<file path="src/rtl/fifo_pkg.sv">
// Shared FIFO definitions: default widths and the
// Gray-code helper used by both pointer blocks.
package fifo_pkg;

  localparam int FIFO_ADDRSIZE = 5;
  localparam int FIFO_DATASIZE = 8;

  // Callers cast to their pointer width; the
  // upper bits of the result are simply dropped.
  function automatic logic [31:0] bin2gray(
    input logic [31:0] b
  );
    return (b >> 1) ^ b;
  endfunction

endpackage

</file>
<file path="src/rtl/empty_sync.sv">
// Two-flop empty pair: set at once by a low aempty_n,
// cleared only after two consecutive high samples.
// Ports: rclk, rrst, aempty_n in; rempty out.
module empty_sync (
  input  logic rclk,
  input  logic rrst,
  input  logic aempty_n,
  output logic rempty
);

  logic rempty2;

  always_ff @(posedge rclk) begin
    if (rrst || !aempty_n) begin
      rempty  <= 1'b1;
      rempty2 <= 1'b1;
    end else begin
      rempty  <= rempty2;
      rempty2 <= 1'b0;
    end
  end

endmodule

</file>
<file path="src/rtl/rptr_empty_fwft.sv">
// Read-side FIFO controller: Gray read pointer, empty
// flag and a first-word-fall-through output register.
// Ports: rclk/rrst; aempty_n from async_cmp; rptr to
// async_cmp; raddr/mem_rdata to fifomem; rempty;
// rdata/rvalid/rready consumer handshake.
module rptr_empty_fwft
  import fifo_pkg::*;
#(
  parameter int ADDRSIZE = FIFO_ADDRSIZE,
  parameter int DATASIZE = FIFO_DATASIZE
) (
  input  logic                rclk,
  input  logic                rrst,
  input  logic                aempty_n,
  output logic [ADDRSIZE-1:0] rptr,
  output logic [ADDRSIZE-1:0] raddr,
  input  logic [DATASIZE-1:0] mem_rdata,
  output logic                rempty,
  output logic [DATASIZE-1:0] rdata,
  output logic                rvalid,
  input  logic                rready
);

  logic [ADDRSIZE-1:0] rbin;
  logic [ADDRSIZE-1:0] rbnext;
  logic                pop;

  empty_sync u_empty_sync (
    .rclk     (rclk),
    .rrst     (rrst),
    .aempty_n (aempty_n),
    .rempty   (rempty)
  );

  // aempty_n also gates pop directly: rempty lags a
  // falling aempty_n by one edge.
  assign pop    = ~rempty & aempty_n
                & (~rvalid | rready);
  assign rbnext = rbin + ADDRSIZE'(1);
  assign raddr  = rbin;

  always_ff @(posedge rclk) begin
    if (rrst) begin
      rbin   <= '0;
      rptr   <= '0;
      rdata  <= '0;
      rvalid <= 1'b0;
    end else if (pop) begin
      rbin   <= rbnext;
      rptr   <= ADDRSIZE'(bin2gray(32'(rbnext)));
      rdata  <= mem_rdata;
      rvalid <= 1'b1;
    end else if (rvalid && rready) begin
      rvalid <= 1'b0;
    end
  end

endmodule

</file>
<file path="config.mk">
export PLATFORM = sky130hd
export DESIGN_NAME = rptr_empty_fwft
export DESIGN_NICKNAME = d
export VERILOG_FILES = /design/src/rtl/fifo_pkg.sv /design/src/rtl/empty_sync.sv /design/src/rtl/rptr_empty_fwft.sv
export SDC_FILE = /design/constraint.sdc
export NUM_CORES = 1
export LEC_CHECK = 0
export ABC_CLOCK_PERIOD_IN_PS = 1700
export BUFFER_PORTS_ARGS = -buffer_cell sky130_fd_sc_hd__buf_4
export CORE_UTILIZATION = 42
export CTS_CLUSTER_SIZE = 20
export DETAILED_ROUTE_END_ITERATION = 8
export GPL_TIMING_DRIVEN = 0
export PLACE_DENSITY = 0.73
export SETUP_SLACK_MARGIN = 0.05
export SYNTH_ARGS = -nofsm -noshare
export SYNTH_HDL_FRONTEND = slang
export SYNTH_HIERARCHICAL = 1
export SYNTH_SLANG_ARGS = --single-unit
export TNS_END_PERCENT = 50
</file>
<file path="constraint.sdc">
create_clock -name rclk -period 1.7 [get_ports rclk]
set_clock_uncertainty 0.2 [all_clocks]
set_input_delay 0.255 -clock rclk [delete_from_list [all_inputs] [get_ports rclk]]
set_output_delay 0.255 -clock rclk [all_outputs]
set_load 0.005 [all_outputs]
</file>
==> results.ini, run 1 <==
[run_status]
status = complete, no violations

[drt]
wl_per_cell_microns = 11.2
vias_per_cell = 4.75
drc = 0
first_iter_violations = 6
ant_nets = 0
vias = 817
drt_first_pass_iters = 4
finalWirelength_microns = 1920

[timing]
rsz0062_at_grt = false
finalCriticalPeriod_ns = 1.61
fmax_mhz = 621
hold_violations = 0
worst_slew_pin_slew_ns = 0.466
report.final.slew_viol_count = 0
min_period_over_period_pct = 94.7
setup_viol = 0
tns_ns = 0
slew_headroom_pct = 69.0

[yosys]
ys_ff_latch = 20
synth_fp_nets = 113
synthesis.area_sq_um = 843
yosysSeqAreaShare_pct = 47.5
synth_edf_count = 0
synth_area_per_cell_sq_um = 8.43
yosysUniqueCellTypes = 25
synth_top_area_share_pct = 47.5
yosysWarnings = 6
synth_cells = 100
yosysMostFrequentCell = nand2_1
synth.area.top_cells = dfxtp_1 (47%), nand2_1 (12%), a21oi_1 (8.9%), xnor2_1 (5.2%), xor2_1 (3.1%)
ys.flop_type = dfxtp_1
async_flop_share_pct = 0
synth.largest_area_cell = dfxtp_1
synth_common_cells = nand2_1 (26), dfxtp_1 (20), a21oi_1 (15)

[die]
ioPinCount = 32
fp.dieW_microns = 46.8
die_area_sq_um = 2190
core.rowCount = 15
fp.coreArea_sq_um = 1800
start_util_pct = 46.8
die_h_microns = 46.8

[worst_hold_path]
holdCritPathClass = input port to flip-flop

[power_and_ir_drop]
swShare_pct = 19.1
p_clk_share_pct = 41.3
p_sw_mw = 0.179
power.internal_mw = 0.759
peakVddDrop_mv = 0.450
p_leak_nw = 0.532
p_comb_share_pct = 8.0
p_per_area_nw_per_um2 = 722
seqPwrFrac_pct = 50.7

[placement]
gp_congestion = 0.758
hpwl_microns = 1240
place_area_sq_um = 1110
port_buffers = 31

[final_layout]
diodes = 0
postLayoutCellArea_sq_um = 1300
drive_gt1_share_pct = 32.0
final_nets = 161
area_growth_pct = 54.2

[critical_path]
critical_path_required_ns = 1.69
cp-start-kind = input port
arrival_ns = 1.60
critPathMaxFanout = 3
end_kind = flip-flop
critPathKind = input port to flip-flop

[clock_network]
cts_buffers = 3
clk_pin_slew_ns = 0.12
clock-root-buffer = clkbuf_4
clock_latency_ns = 0.30
cts_buffer_depth = 2
cts_tree = built
cts_sinks = 20
htreeDepth = 1

[grt]
grtUsageTotal_pct = 19.9
grt_pass1_wl_microns = 3020
grt_overflow_total = 0
grt_max_degree = 13
antenna_found_initial = 0
first_global_vias = 744

[flow_run]
drv_cap = 0

[cells by family (layout without fill, tap and decap cells)]
logic type	Yosys count	after routing	share of synthesized area, %
buffers and inverters	8	55	6.97
and+or+nand+nor	44	44	23.9
DFF	20	20	47.5
xor gates and xnor gates	8	8	8.31
adders and majority gates	1	1	1.48
AOI/OAI and AO/OA	19	19	11.9
[worst paths after layout]
| path | slack, ns | endpoint | start | cells past startpoint |
|---|---|---|---|---|
| max | 0.09 | u_empty_sync/rempty2 | rrst | 4 |
| min | 0.003 | rdata[4] | mem_rdata[4] | 3 |
| max reg2reg | 0.12 | rptr[3] | raddr[1] | 5 |
| min reg2reg | 0.24 | u_empty_sync/rempty | u_empty_sync/rempty2 | 1 |
[sequential cells by signal, indices dropped and copies added (netlist names)]
register              flops
rvalid                    1
u_empty_sync/rempty       1
rdata                     8
u_empty_sync/rempty2      1
rptr                      5
raddr                     4
[power by group through the flow]
stage	sequential [mW]	combinational, mW	clock, mW
after CTS	0.477	0.0729	0.393
after floorplan	0.489	0.0215	0
after global routing	0.476	0.0822	0.410
after global placement	0.489	0.0534	0
after detailed placement	0.489	0.0543	0
final	0.476	0.0754	0.388
[what timing repair did]
action | CTS | global route
hold buffers | 10 | 0
pin swaps | 0 | 2
hold endpoints to repair | 9 | 0
setup buffers | 0 | 3
endpoints found under the setup margin | 1 | 12
gates resized for setup | 3 | 2
[routing by layer]
| metal | routed length, microns | global-route usage, % | vias to the layer above |
|---|---|---|---|
| met5 | 0 | 0 | - |
| met1 | 804 | 23.0 | 375 |
| met4 | 31 | 8.57 | 0 |
| met3 | 58 | 4.62 | 4 |
| li1 | - | - | 419 |
| met2 | 1030 | 35.0 | 19 |
[per-stage QoR]
| step | worst slack, ns | util, % | std cells | hold slack, ns | total power [mW] |
|---|---|---|---|---|---|
| after floorplan | 0.0934 | - | 100 | 0.128 | 0.511 |
| after global placement | 0.0500 | 61.7 | 156 | 0.211 | 0.542 |
| after detailed placement | 0.0131 | 61.7 | 156 | 0.219 | 0.543 |
| after CTS | 0.0592 | 70.9 | 170 | 0.000706 | 0.943 |
| after global routing | 0.0507 | 72.2 | 172 | 0.00488 | 0.969 |
| final | 0.0905 | 72.2 | 172 | 0.00326 | 0.939 |
[worst max-delay path, cell delays in order]
cell,delay [ns]
dlygate4sd3_1,0.53
buf_4,0.14
nand2b_1,0.12
dlygate4sd3_1,0.55
[final cells by class]
class	count	area, sq um
Buffer	6	51.3
Timing Repair Buffer	44	355
Sequential cell	20	408
Tap cell	25	31.3
Clock inverter	1	30.0
Inverter	1	3.75
Multi-Input combinational cell	72	398
Clock buffer	3	22.5
Fill cell	155	502
[cell usage in the layout (no fill, tap or decap), types with 2 or more instances in the layout]
cell           Yosys  routed
buf_4              2      36
nand2_1           26      26
dfxtp_1           20      18
a21oi_1           15      15
dlygate4sd3_1      0      10
nor2_1             5       5
xnor2_1            5       5
clkbuf_4           1       4
and2_1             3       3
xor2_1             3       3
nand2b_1           2       2
nand4_1            2       2
o21ai_0            2       2
dfxtp_4            0       2
Note: power is estimated with default switching activity, not from simulation.
==> run 2, diff against run 1 <==
- SETUP_SLACK_MARGIN: 0.05 -> 0.2
==> run 2 against run 1 <==
Sequential power hardly changed. Via count is 2.1% lower. Register-to-register slack better by 0.05 ns. Power is 0.11% higher. Hold slack better by 0.041 ns. Clock power is 1% lower. Global-route usage is 1.1 points higher. Combinational power is 5.4% higher. Setup slack better by 0.079 ns. Critical path type is now flip-flop to flip-flop.
==> results.ini, run 2 (synthesized netlist as in run 1, its figures left out) <==
[die]
fp.dieW_microns = 46.8  ; unchanged
die_area_sq_um = 2190  ; unchanged
start_util_pct = 46.8  ; unchanged
core.rowCount = 15  ; unchanged
die_h_microns = 46.8  ; unchanged
fp.coreArea_sq_um = 1800  ; unchanged
ioPinCount = 32  ; unchanged

[critical_path]
worst_r2r_endpoint = rptr[3]
arrival_ns = 1.54  ; -0.06 ns
critPathTopFamily = simple AND/OR/NAND/NOR gates
end_kind = flip-flop
regToRegSetupSlack_ns = 0.17  ; +0.05 ns
cp-start-kind = flip-flop
crit_buf_inv = 0  ; -3
crit_chain = ha_4, nand2_1, a21oi_1, or3_1, a311oi_1
crit-reg2reg-launch = raddr[0]
critPathKind = flip-flop to flip-flop
reg2reg_depth = 5  ; unchanged
max_stage_delay_ns = 0.38  ; -0.17 ns
critical_path_required_ns = 1.71  ; +0.02 ns
cp_slowest_cell = dfxtp_4
critPathMaxFanout = 6  ; +3

[drt]
first_iter_violations = 18  ; +12
vias_per_cell = 4.57  ; -3.8%
vias = 800  ; -2.1%
ant_nets = 0  ; unchanged
drt_first_pass_iters = 4  ; unchanged
wl_per_cell_microns = 10.8  ; -3.1%
drc = 0  ; unchanged
finalWirelength_microns = 1900  ; -1.4%

[final_layout]
drive_gt1_share_pct = 34.0  ; +2.0 points
mostFrequentLayoutCell = buf_4
regMostFlops = rdata
nFillCells = 155  ; unchanged
final_util_pct = 74.3  ; +2.2 points
area_growth_pct = 58.8
final_cell_mix = buf_4 (37), nand2_1 (26), dfxtp_1 (17)
diodes = 0  ; unchanged
largest_reg_flops = 8  ; unchanged
final_nets = 164  ; +1.9%
finalNonFillerCells = 175  ; +1.7%

[timing]
slew_headroom_pct = 70.3  ; +1.3 points
report.final.slew_viol_count = 0  ; unchanged
min_period_over_period_pct = 90.0  ; -4.6 points
rsz0062_at_grt = true
fmax_mhz = 653  ; +5.2%
hold_violations = 0  ; unchanged
setup_viol = 0  ; unchanged
worst_slew_pin_slew_ns = 0.446  ; -0.0197 ns
tns_ns = 0  ; unchanged
finalCriticalPeriod_ns = 1.53  ; -0.0789 ns

[grt]
grt_max_degree = 13  ; unchanged
first_global_vias = 747  ; +0.40%
grt_overflow_total = 0  ; unchanged
grtUsageTotal_pct = 21.0  ; +1.1 points
grt_pass1_wl_microns = 3220  ; +6.9%
antenna_found_initial = 0  ; unchanged

[clock_network]
cts_tree = built
clk_pin_slew_ns = 0.12  ; about the same
cts_buffer_depth = 2  ; unchanged
clock_latency_ns = 0.30  ; about the same
htreeDepth = 1  ; unchanged
clock-root-buffer = clkbuf_4
cts_sinks = 20  ; unchanged
cts_buffers = 3  ; unchanged

[power_and_ir_drop]
p_leak_nw = 0.552  ; +3.9%
peakVddDrop_mv = 0.469  ; +4.3%
p_per_area_nw_per_um2 = 702  ; -2.8%

[placement]
placedCellCount = 156  ; unchanged
hpwl_microns = 1230  ; -1.2%
port_buffers = 31  ; unchanged
gp_congestion = 0.728  ; -4.0%

[worst_hold_path]
hp-start = aempty_n
min_path_cells = 2  ; -1
holdCritPathClass = input port to flip-flop
hold_end = u_empty_sync/rempty

[run_status]
status = complete, no violations

[flow_run]
drv_cap = 0  ; unchanged

## run 2: changes by cell type in the layout (fill, tap and decap cells not counted), sizes merged
cell / previous run / this run
buf: 37 / 39
dlygate4sd3: 10 / 11
## run 2: how the worst max path moves through the flow
| stage | depth (start not counted) | endpoint | slack (ns) | start |
|---|---|---|---|---|
| after detailed placement | 6 | rdata[1] | 0.09 | rready |
| final | 5 | rptr[3] | 0.17 | raddr[0] |
| after CTS | 5 | rptr[3] | 0.16 | raddr[0] |
| after floorplan | 5 | rptr[3] | 0.24 | raddr[0] |
| after global routing | 5 | rptr[3] | 0.07 | raddr[1] |
| after global placement | 6 | rdata[2] | 0.14 | rready |
## run 2: power breakdown
part | total (mW) | internal (mW) | switching, mW
Combinational | 0.0795 | 0.0526 | 0.0269
Sequential | 0.476 | 0.472 | 0.00358
Clock | 0.384 | 0.238 | 0.146
## run 2: layout make-up
| class | count | area [sq um] | share of cell area (%) |
|---|---|---|---|
| plain buffers | 7 | 63.8 | 4.77 |
| clock buffers | 3 | 22.5 | 1.68 |
| clock inverters | 1 | 30.0 | 2.24 |
| inverters | 1 | 3.75 | 0.280 |
| multi-input cells | 72 | 405 | 30.3 |
| flip-flops and latches | 20 | 409 | 30.6 |
| well taps | 25 | 31.3 | 2.34 |
| repair buffers | 46 | 373 | 27.9 |
## run 2: what timing repair did
item	4_1_cts	5_1_grt
endpoints found under the hold margin	10	0
hold buffers	11	0
resized for setup	3	4
buffers inserted	4	0
endpoints found under the setup margin	13	12
## run 2: routing by layer
layer	global-route usage, %	share of wire (%)	vias up
li1	-	-	427
met1	27.2	42	351
met2	34.4	54	20
met3	3.85	3.8	2
met4	8.57	0.74	0
met5	0	0	-
## run 2: per-stage QoR
step,hold slack (ns),setup WS [ns],power (mW),cell area (sq um)
2_1_floorplan,0.128,0.242,0.508,863
3_3_place_gp,0.207,0.136,0.540,1130
3_5_place_dp,0.216,0.0888,0.541,1130
4_1_cts,0.0343,0.161,0.950,1320
5_1_grt,0.0273,0.0662,0.981,1340
6_report,0.0443,0.169,0.940,1340
